<file path="src/rtl/cpu_pkg.sv">
// Shared constants for the multicycle accumulator core: opcodes, FSM state encoding
// and default widths. CPU_MUL_EN enables the MUL opcode.
package cpu_pkg;

  localparam int DEFAULT_WIDTH = 16;
  localparam int DEFAULT_OPW   = 4;

  localparam logic [3:0] OP_NOP = 4'h0;
  localparam logic [3:0] OP_LDI = 4'h1;
  localparam logic [3:0] OP_LD  = 4'h2;
  localparam logic [3:0] OP_ST  = 4'h3;
  localparam logic [3:0] OP_ADD = 4'h4;
  localparam logic [3:0] OP_SUB = 4'h5;
  localparam logic [3:0] OP_AND = 4'h6;
  localparam logic [3:0] OP_OR  = 4'h7;
  localparam logic [3:0] OP_XOR = 4'h8;
  localparam logic [3:0] OP_JMP = 4'hA;
  localparam logic [3:0] OP_JZ  = 4'hB;
  localparam logic [3:0] OP_JC  = 4'hC;
  localparam logic [3:0] OP_MUL = 4'hD;
  localparam logic [3:0] OP_HLT = 4'hF;

  localparam logic [1:0] ST_FETCH = 2'd0;
  localparam logic [1:0] ST_EXEC  = 2'd1;
  localparam logic [1:0] ST_MEM   = 2'd2;
  localparam logic [1:0] ST_HALT  = 2'd3;

endpackage

</file>
<file path="src/rtl/cpu_alu.sv">
// Combinational ALU for memory-operand instructions. MUL exists only when CPU_MUL_EN
// is defined; otherwise no multiplier is built.
module cpu_alu
  import cpu_pkg::*;
#(
  parameter int WIDTH = DEFAULT_WIDTH,
  parameter int OPW   = DEFAULT_OPW
) (
  input  logic [OPW-1:0]   op,
  input  logic [WIDTH-1:0] a,
  input  logic [WIDTH-1:0] operand,
  output logic [WIDTH-1:0] result,
  output logic             carry
);

  logic [WIDTH:0] sum;
  logic [WIDTH:0] diff;

  assign sum  = {1'b0, a} + {1'b0, operand};
  // Top bit of the widened difference is the borrow (a < operand).
  assign diff = {1'b0, a} - {1'b0, operand};

`ifdef CPU_MUL_EN
  logic [2*WIDTH-1:0] prod;
  assign prod = {{WIDTH{1'b0}}, a} * {{WIDTH{1'b0}}, operand};
`endif

  always_comb begin
    result = a;
    carry  = 1'b0;
    case (op)
      OPW'(OP_LD):  result = operand;
      OPW'(OP_ADD): {carry, result} = sum;
      OPW'(OP_SUB): {carry, result} = diff;
      OPW'(OP_AND): result = a & operand;
      OPW'(OP_OR):  result = a | operand;
      OPW'(OP_XOR): result = a ^ operand;
`ifdef CPU_MUL_EN
      OPW'(OP_MUL): begin
        result = prod[WIDTH-1:0];
        carry  = |prod[2*WIDTH-1:WIDTH];
      end
`endif
      default: ;
    endcase
  end

endmodule

</file>
<file path="src/rtl/cpu_multicycle.sv">
// Multicycle accumulator core: FETCH/EXEC/MEM/HALT FSM with a data_ready handshake.
// Define CPU_MUL_EN to add the MUL (0xD) memory-operand instruction.
module cpu_multicycle
  import cpu_pkg::*;
#(
  parameter int WIDTH = DEFAULT_WIDTH,
  parameter int OPW   = DEFAULT_OPW,
  parameter int IMMW  = WIDTH - OPW
) (
  input  logic             clk,
  input  logic             reset,
  input  logic [WIDTH-1:0] instruction,
  input  logic [WIDTH-1:0] data,
  input  logic             data_ready,
  output logic [WIDTH-1:0] out,
  output logic [WIDTH-1:0] pc,
  output logic [WIDTH-1:0] addr,
  output logic             read,
  output logic             write,
  output logic             halted
);

  logic [1:0]       state_q, state_d;
  logic [WIDTH-1:0] pc_q, pc_d;
  logic [WIDTH-1:0] a_q, a_d;
  logic [WIDTH-1:0] ir_q, ir_d;
  logic [WIDTH-1:0] addr_q, addr_d;
  logic             z_q, z_d;
  logic             c_q, c_d;
  logic             read_q, read_d;
  logic             write_q, write_d;
  logic             halted_q, halted_d;

  logic [OPW-1:0]   op;
  logic [WIDTH-1:0] imm;
  logic [WIDTH-1:0] pc_inc;
  logic [WIDTH-1:0] alu_result;
  logic             alu_carry;
  logic             op_sets_c;

  assign op     = ir_q[WIDTH-1:IMMW];
  assign imm    = WIDTH'(ir_q[IMMW-1:0]);
  assign pc_inc = pc_q + WIDTH'(1);

`ifdef CPU_MUL_EN
  assign op_sets_c = (op == OPW'(OP_ADD)) || (op == OPW'(OP_SUB)) || (op == OPW'(OP_MUL));
`else
  assign op_sets_c = (op == OPW'(OP_ADD)) || (op == OPW'(OP_SUB));
`endif

  cpu_alu #(
    .WIDTH(WIDTH),
    .OPW  (OPW)
  ) u_alu (
    .op     (op),
    .a      (a_q),
    .operand(data),
    .result (alu_result),
    .carry  (alu_carry)
  );

  always_comb begin
    state_d  = state_q;
    pc_d     = pc_q;
    a_d      = a_q;
    ir_d     = ir_q;
    addr_d   = addr_q;
    z_d      = z_q;
    c_d      = c_q;
    read_d   = read_q;
    write_d  = write_q;
    halted_d = halted_q;
    case (state_q)
      ST_FETCH: begin
        ir_d    = instruction;
        state_d = ST_EXEC;
      end
      ST_EXEC: begin
        state_d = ST_FETCH;
        pc_d    = pc_inc;
        case (op)
          OPW'(OP_LDI): begin
            a_d = imm;
            z_d = (imm == '0);
          end
          OPW'(OP_LD), OPW'(OP_ADD), OPW'(OP_SUB),
          OPW'(OP_AND), OPW'(OP_OR), OPW'(OP_XOR): begin
            addr_d  = imm;
            read_d  = 1'b1;
            pc_d    = pc_q;
            state_d = ST_MEM;
          end
`ifdef CPU_MUL_EN
          OPW'(OP_MUL): begin
            addr_d  = imm;
            read_d  = 1'b1;
            pc_d    = pc_q;
            state_d = ST_MEM;
          end
`endif
          OPW'(OP_ST): begin
            addr_d  = imm;
            write_d = 1'b1;
            pc_d    = pc_q;
            state_d = ST_MEM;
          end
          OPW'(OP_JMP): pc_d = imm;
          OPW'(OP_JZ):  if (z_q) pc_d = imm;
          OPW'(OP_JC):  if (c_q) pc_d = imm;
          OPW'(OP_HLT): begin
            pc_d     = pc_q;
            halted_d = 1'b1;
            state_d  = ST_HALT;
          end
          default: ;
        endcase
      end
      ST_MEM: begin
        // Address, request and store data stay put until the memory acknowledges.
        if (data_ready) begin
          read_d  = 1'b0;
          write_d = 1'b0;
          pc_d    = pc_inc;
          state_d = ST_FETCH;
          if (!write_q) begin
            a_d = alu_result;
            z_d = (alu_result == '0);
            if (op_sets_c) c_d = alu_carry;
          end
        end
      end
      ST_HALT: ;
      default: state_d = ST_FETCH;
    endcase
  end

  always_ff @(posedge clk) begin
    if (!reset) begin
      state_q  <= ST_FETCH;
      pc_q     <= '0;
      a_q      <= '0;
      ir_q     <= '0;
      addr_q   <= '0;
      z_q      <= 1'b0;
      c_q      <= 1'b0;
      read_q   <= 1'b0;
      write_q  <= 1'b0;
      halted_q <= 1'b0;
    end else begin
      state_q  <= state_d;
      pc_q     <= pc_d;
      a_q      <= a_d;
      ir_q     <= ir_d;
      addr_q   <= addr_d;
      z_q      <= z_d;
      c_q      <= c_d;
      read_q   <= read_d;
      write_q  <= write_d;
      halted_q <= halted_d;
    end
  end

  assign out    = a_q;
  assign pc     = pc_q;
  assign addr   = addr_q;
  assign read   = read_q;
  assign write  = write_q;
  assign halted = halted_q;

endmodule

</file>
<file path="config.mk">
export PLATFORM = sky130hd
export DESIGN_NAME = cpu_multicycle
export DESIGN_NICKNAME = d
export VERILOG_FILES = /design/src/rtl/cpu_pkg.sv /design/src/rtl/cpu_alu.sv /design/src/rtl/cpu_multicycle.sv
export SDC_FILE = /design/constraint.sdc
export NUM_CORES = 1
export LEC_CHECK = 0
export ABC_CLOCK_PERIOD_IN_PS = 7200
export BUFFER_PORTS_ARGS = -buffer_cell sky130_fd_sc_hd__buf_2
export CAP_MARGIN = 5
export CORE_ASPECT_RATIO = 1.1
export CORE_MARGIN = 1.5
export CORE_UTILIZATION = 35
export DETAILED_ROUTE_END_ITERATION = 10
export GPL_TIMING_DRIVEN = 0
export SETUP_SLACK_MARGIN = 0.4
export SYNTH_ARGS = -nofsm -noshare
export SYNTH_HDL_FRONTEND = slang
export SYNTH_SLANG_ARGS = --single-unit
export TNS_END_PERCENT = 100
</file>
<file path="constraint.sdc">
create_clock -name clk -period 7.2 [get_ports clk]
set_input_delay 0.36 -clock clk [delete_from_list [all_inputs] [get_ports clk]]
set_output_delay 0.36 -clock clk [all_outputs]
set_load 0.1 [all_outputs]
</file>
==> impl_metrics.toml <==
[status]
status = "complete, no violations"

[logic_synthesis]
yosys.area.top_type = "dfxtp_1"
synthDominantCellAreaShare = 0.220
syn_area_mm2 = 0.00609
synth.avg_cell_area_um2 = 7.52
async_flop_share = 0
ys_seq_area_frac = 0.220
synth.top_cells.by_area = "dfxtp_1, ha_1, mux2i_1"
yosys_warnings = 0
ys_ff_latch = 67
syn-instance-count = 810
ys_types = 77
synth_edf_count = 0
ys_dominant_reg_cell = "dfxtp_1"

[global_routing]
antenna_found_initial = 2
grt_max_degree = 11
grt_first_pass_wirelength_um = 33100
grt_overflow_total = 0
grt_pass1_vias = 6157
track_usage = 0.232

[floorplanning]
num_rows = 50
die_area_mm2 = 0.0182
io_pins = 86
die_y_um = 141
core-area_mm2 = 0.0170
die_x_um = 129
initial_core_util = 0.358

[timing]
fmax_ghz = 0.246
fin_crit_sh = 0.565
worstMarginPinSlew_ns = 0.951
layout_setup_ws_ns = 3.14
period_needed_ns = 4.06
relSlewSlack = 0.364
finClkSkew_ns = 0.00475
rsz0062_at_grt = "no"
finalSetupTns_ns = 0
finalHoldViolCount = 0
slew_viol_final = 0
setup_viol = 0

[finish]
area_growth_syn_to_layout_pct = 16.3
fin_nets = 997
design_area_mm2 = 0.00708
drive_above_1_share = 0.140

[detailed_routing]
num_vias = 6475
wl_per_cell_um = 18.5
drtPass1Iterations = 6
top_layer_used = "met5"
wl_met2_um = 9890
drc_errors = 0
ant_nets = 0
dr_wl_met3_um = 1510
routed_wl_um = 21100
viasPerCell = 5.66
first_iter_violations = 547
met1_length_um = 9150

[clock_tree]
cts_buffers = 9
post-cts-setup-buffers = 0
path_clk_slew_ns = 0.05
postCtsHoldBufs = 0
ctsResizeCount = 0
clock_latency_ns = 0.33
cts_root_buf = "clkbuf_16"
cts_buffer_depth = 2
cts.sinks = 67
cts_htree_levels = 3
cts_tree = "done"

[job]
max_cap_viol_count = 0

[hold_path]
hold_class = "input port to register"
holdPathStages = 3

[setup_path]
cp.required_ns = 7.43
crit_path_end_kind = "register"
critPathMaxFanout = 6
startpoint_type = "register"
worstPathArrival_ns = 4.29
path_class = "register to register"
rr_worst_depth = 11

[placement]
dp_hpwl_um = 16300
io_buffers = 80
place_area_mm2 = 0.00680
pre_cts_ws_ns = 3.22
gp_congestion = 0.958

[pwr]
p_leak_nw = 3.13
power_density_mw_per_mm2 = 186
ir_drop_uv = 141
==> through the flow <==
stage | utilization | hold slack, ns | power [W] | cells
finish | 0.416 | 0.273 | 0.00132 | 1143
floorplan | - | 0.466 | 0.000780 | 813
global route | 0.416 | 0.274 | 0.00138 | 1142
CTS | 0.416 | 0.262 | 0.00132 | 1142
detailed placement | 0.400 | 0.461 | 0.000909 | 1127
global placement | 0.399 | 0.451 | 0.000907 | 1127
==> placed cells by master, fill, tap and decap left out, drive strengths merged, types with 7 or more instances in the layout <==
cell type	count
nand2	47
nand3	10
and3	11
dfxtp	67
clkbuf	48
nor2b	11
o21ai	53
a211oi	21
nor3	20
a21o	10
o21a	9
a21oi	57
o22ai	8
nor2	104
ha	56
nand2b	12
inv	57
nor3b	9
a221oi	7
o211ai	8
buf	102
mux2i	41
a31oi	9
==> flip-flops by register name (all words and copies together) (netlist names) <==
signal,cells
addr,12
ir_q,16
read,1
z_q,1
halted,1
write,1
pc,16
out,16
state_q,2
c_q,1
==> final cells by class <==
type / count / area, um^2
Clock buffer: 13 / 270
Multi-Input combinational cell: 631 / 4300
Sequential cell: 67 / 1340
Fill cell: 1849 / 9930
Inverter: 58 / 218
Antenna cell: 1 / 2.50
Clock inverter: 2 / 10.0
Timing Repair Buffer: 80 / 400
Buffer: 57 / 253
Tap cell: 234 / 293
==> cells by family (layout without fill, tap and decap cells) <==
| group | after synthesis | after routing | share of synthesized area |
|---|---|---|---|
| compound gates | 254 | 254 | 0.287 |
| xor+xnor | 9 | 9 | 0.0129 |
| fa+ha+maj | 58 | 58 | 0.122 |
| buf+inv | 115 | 210 | 0.0772 |
| flops | 67 | 67 | 0.220 |
| mux | 41 | 41 | 0.0674 |
| other cells | 1 | 5 | 0.000616 |
| simple gates | 265 | 265 | 0.213 |
==> synthesized netlist by cell type, types with 12 or more instances <==
| master | n |
|---|---|
| nor2_1 | 104 |
| o21ai_0 | 51 |
| a211oi_1 | 20 |
| mux2i_1 | 41 |
| nor3_1 | 20 |
| nand2b_1 | 12 |
| inv_1 | 57 |
| nand2_1 | 47 |
| a21oi_1 | 57 |
| dfxtp_1 | 67 |
| clkbuf_1 | 35 |
| ha_1 | 56 |
| buf_2 | 13 |
==> routing by layer <==
layer	up-vias	GRT usage
li1	3119	-
met5	-	0
met2	293	0.390
met3	44	0.0392
met4	2	0.0905
met1	3017	0.295
==> critical path, stage by stage (launching register included) <==
cell	delay, ns
dfxtp_1	0.46
inv_1	0.15
ha_1	0.37
or2_1	0.27
a2111oi_0	0.68
o21ai_0	0.29
a31o_2	0.30
a211oi_1	0.38
o2111ai_1	0.28
a2111oi_2	0.38
nand4_1	0.16
o41ai_2	0.24
==> power by group <==
group          switching, W  internal [W]
registers         0.0000312      0.000391
clock network      0.000150      0.000258
logic              0.000342      0.000148
==> final timing paths <==
kind / slack, ns / to / startpoint
setup reg to reg: 3.14 / z_q / out[1]
hold / removal: 0.27 / ir_q[5] / instruction[5]
hold reg to reg: 0.46 / halted / halted
setup / recovery: 3.14 / z_q / out[1]
No activity file was read; power rests on OpenSTA's default activity.
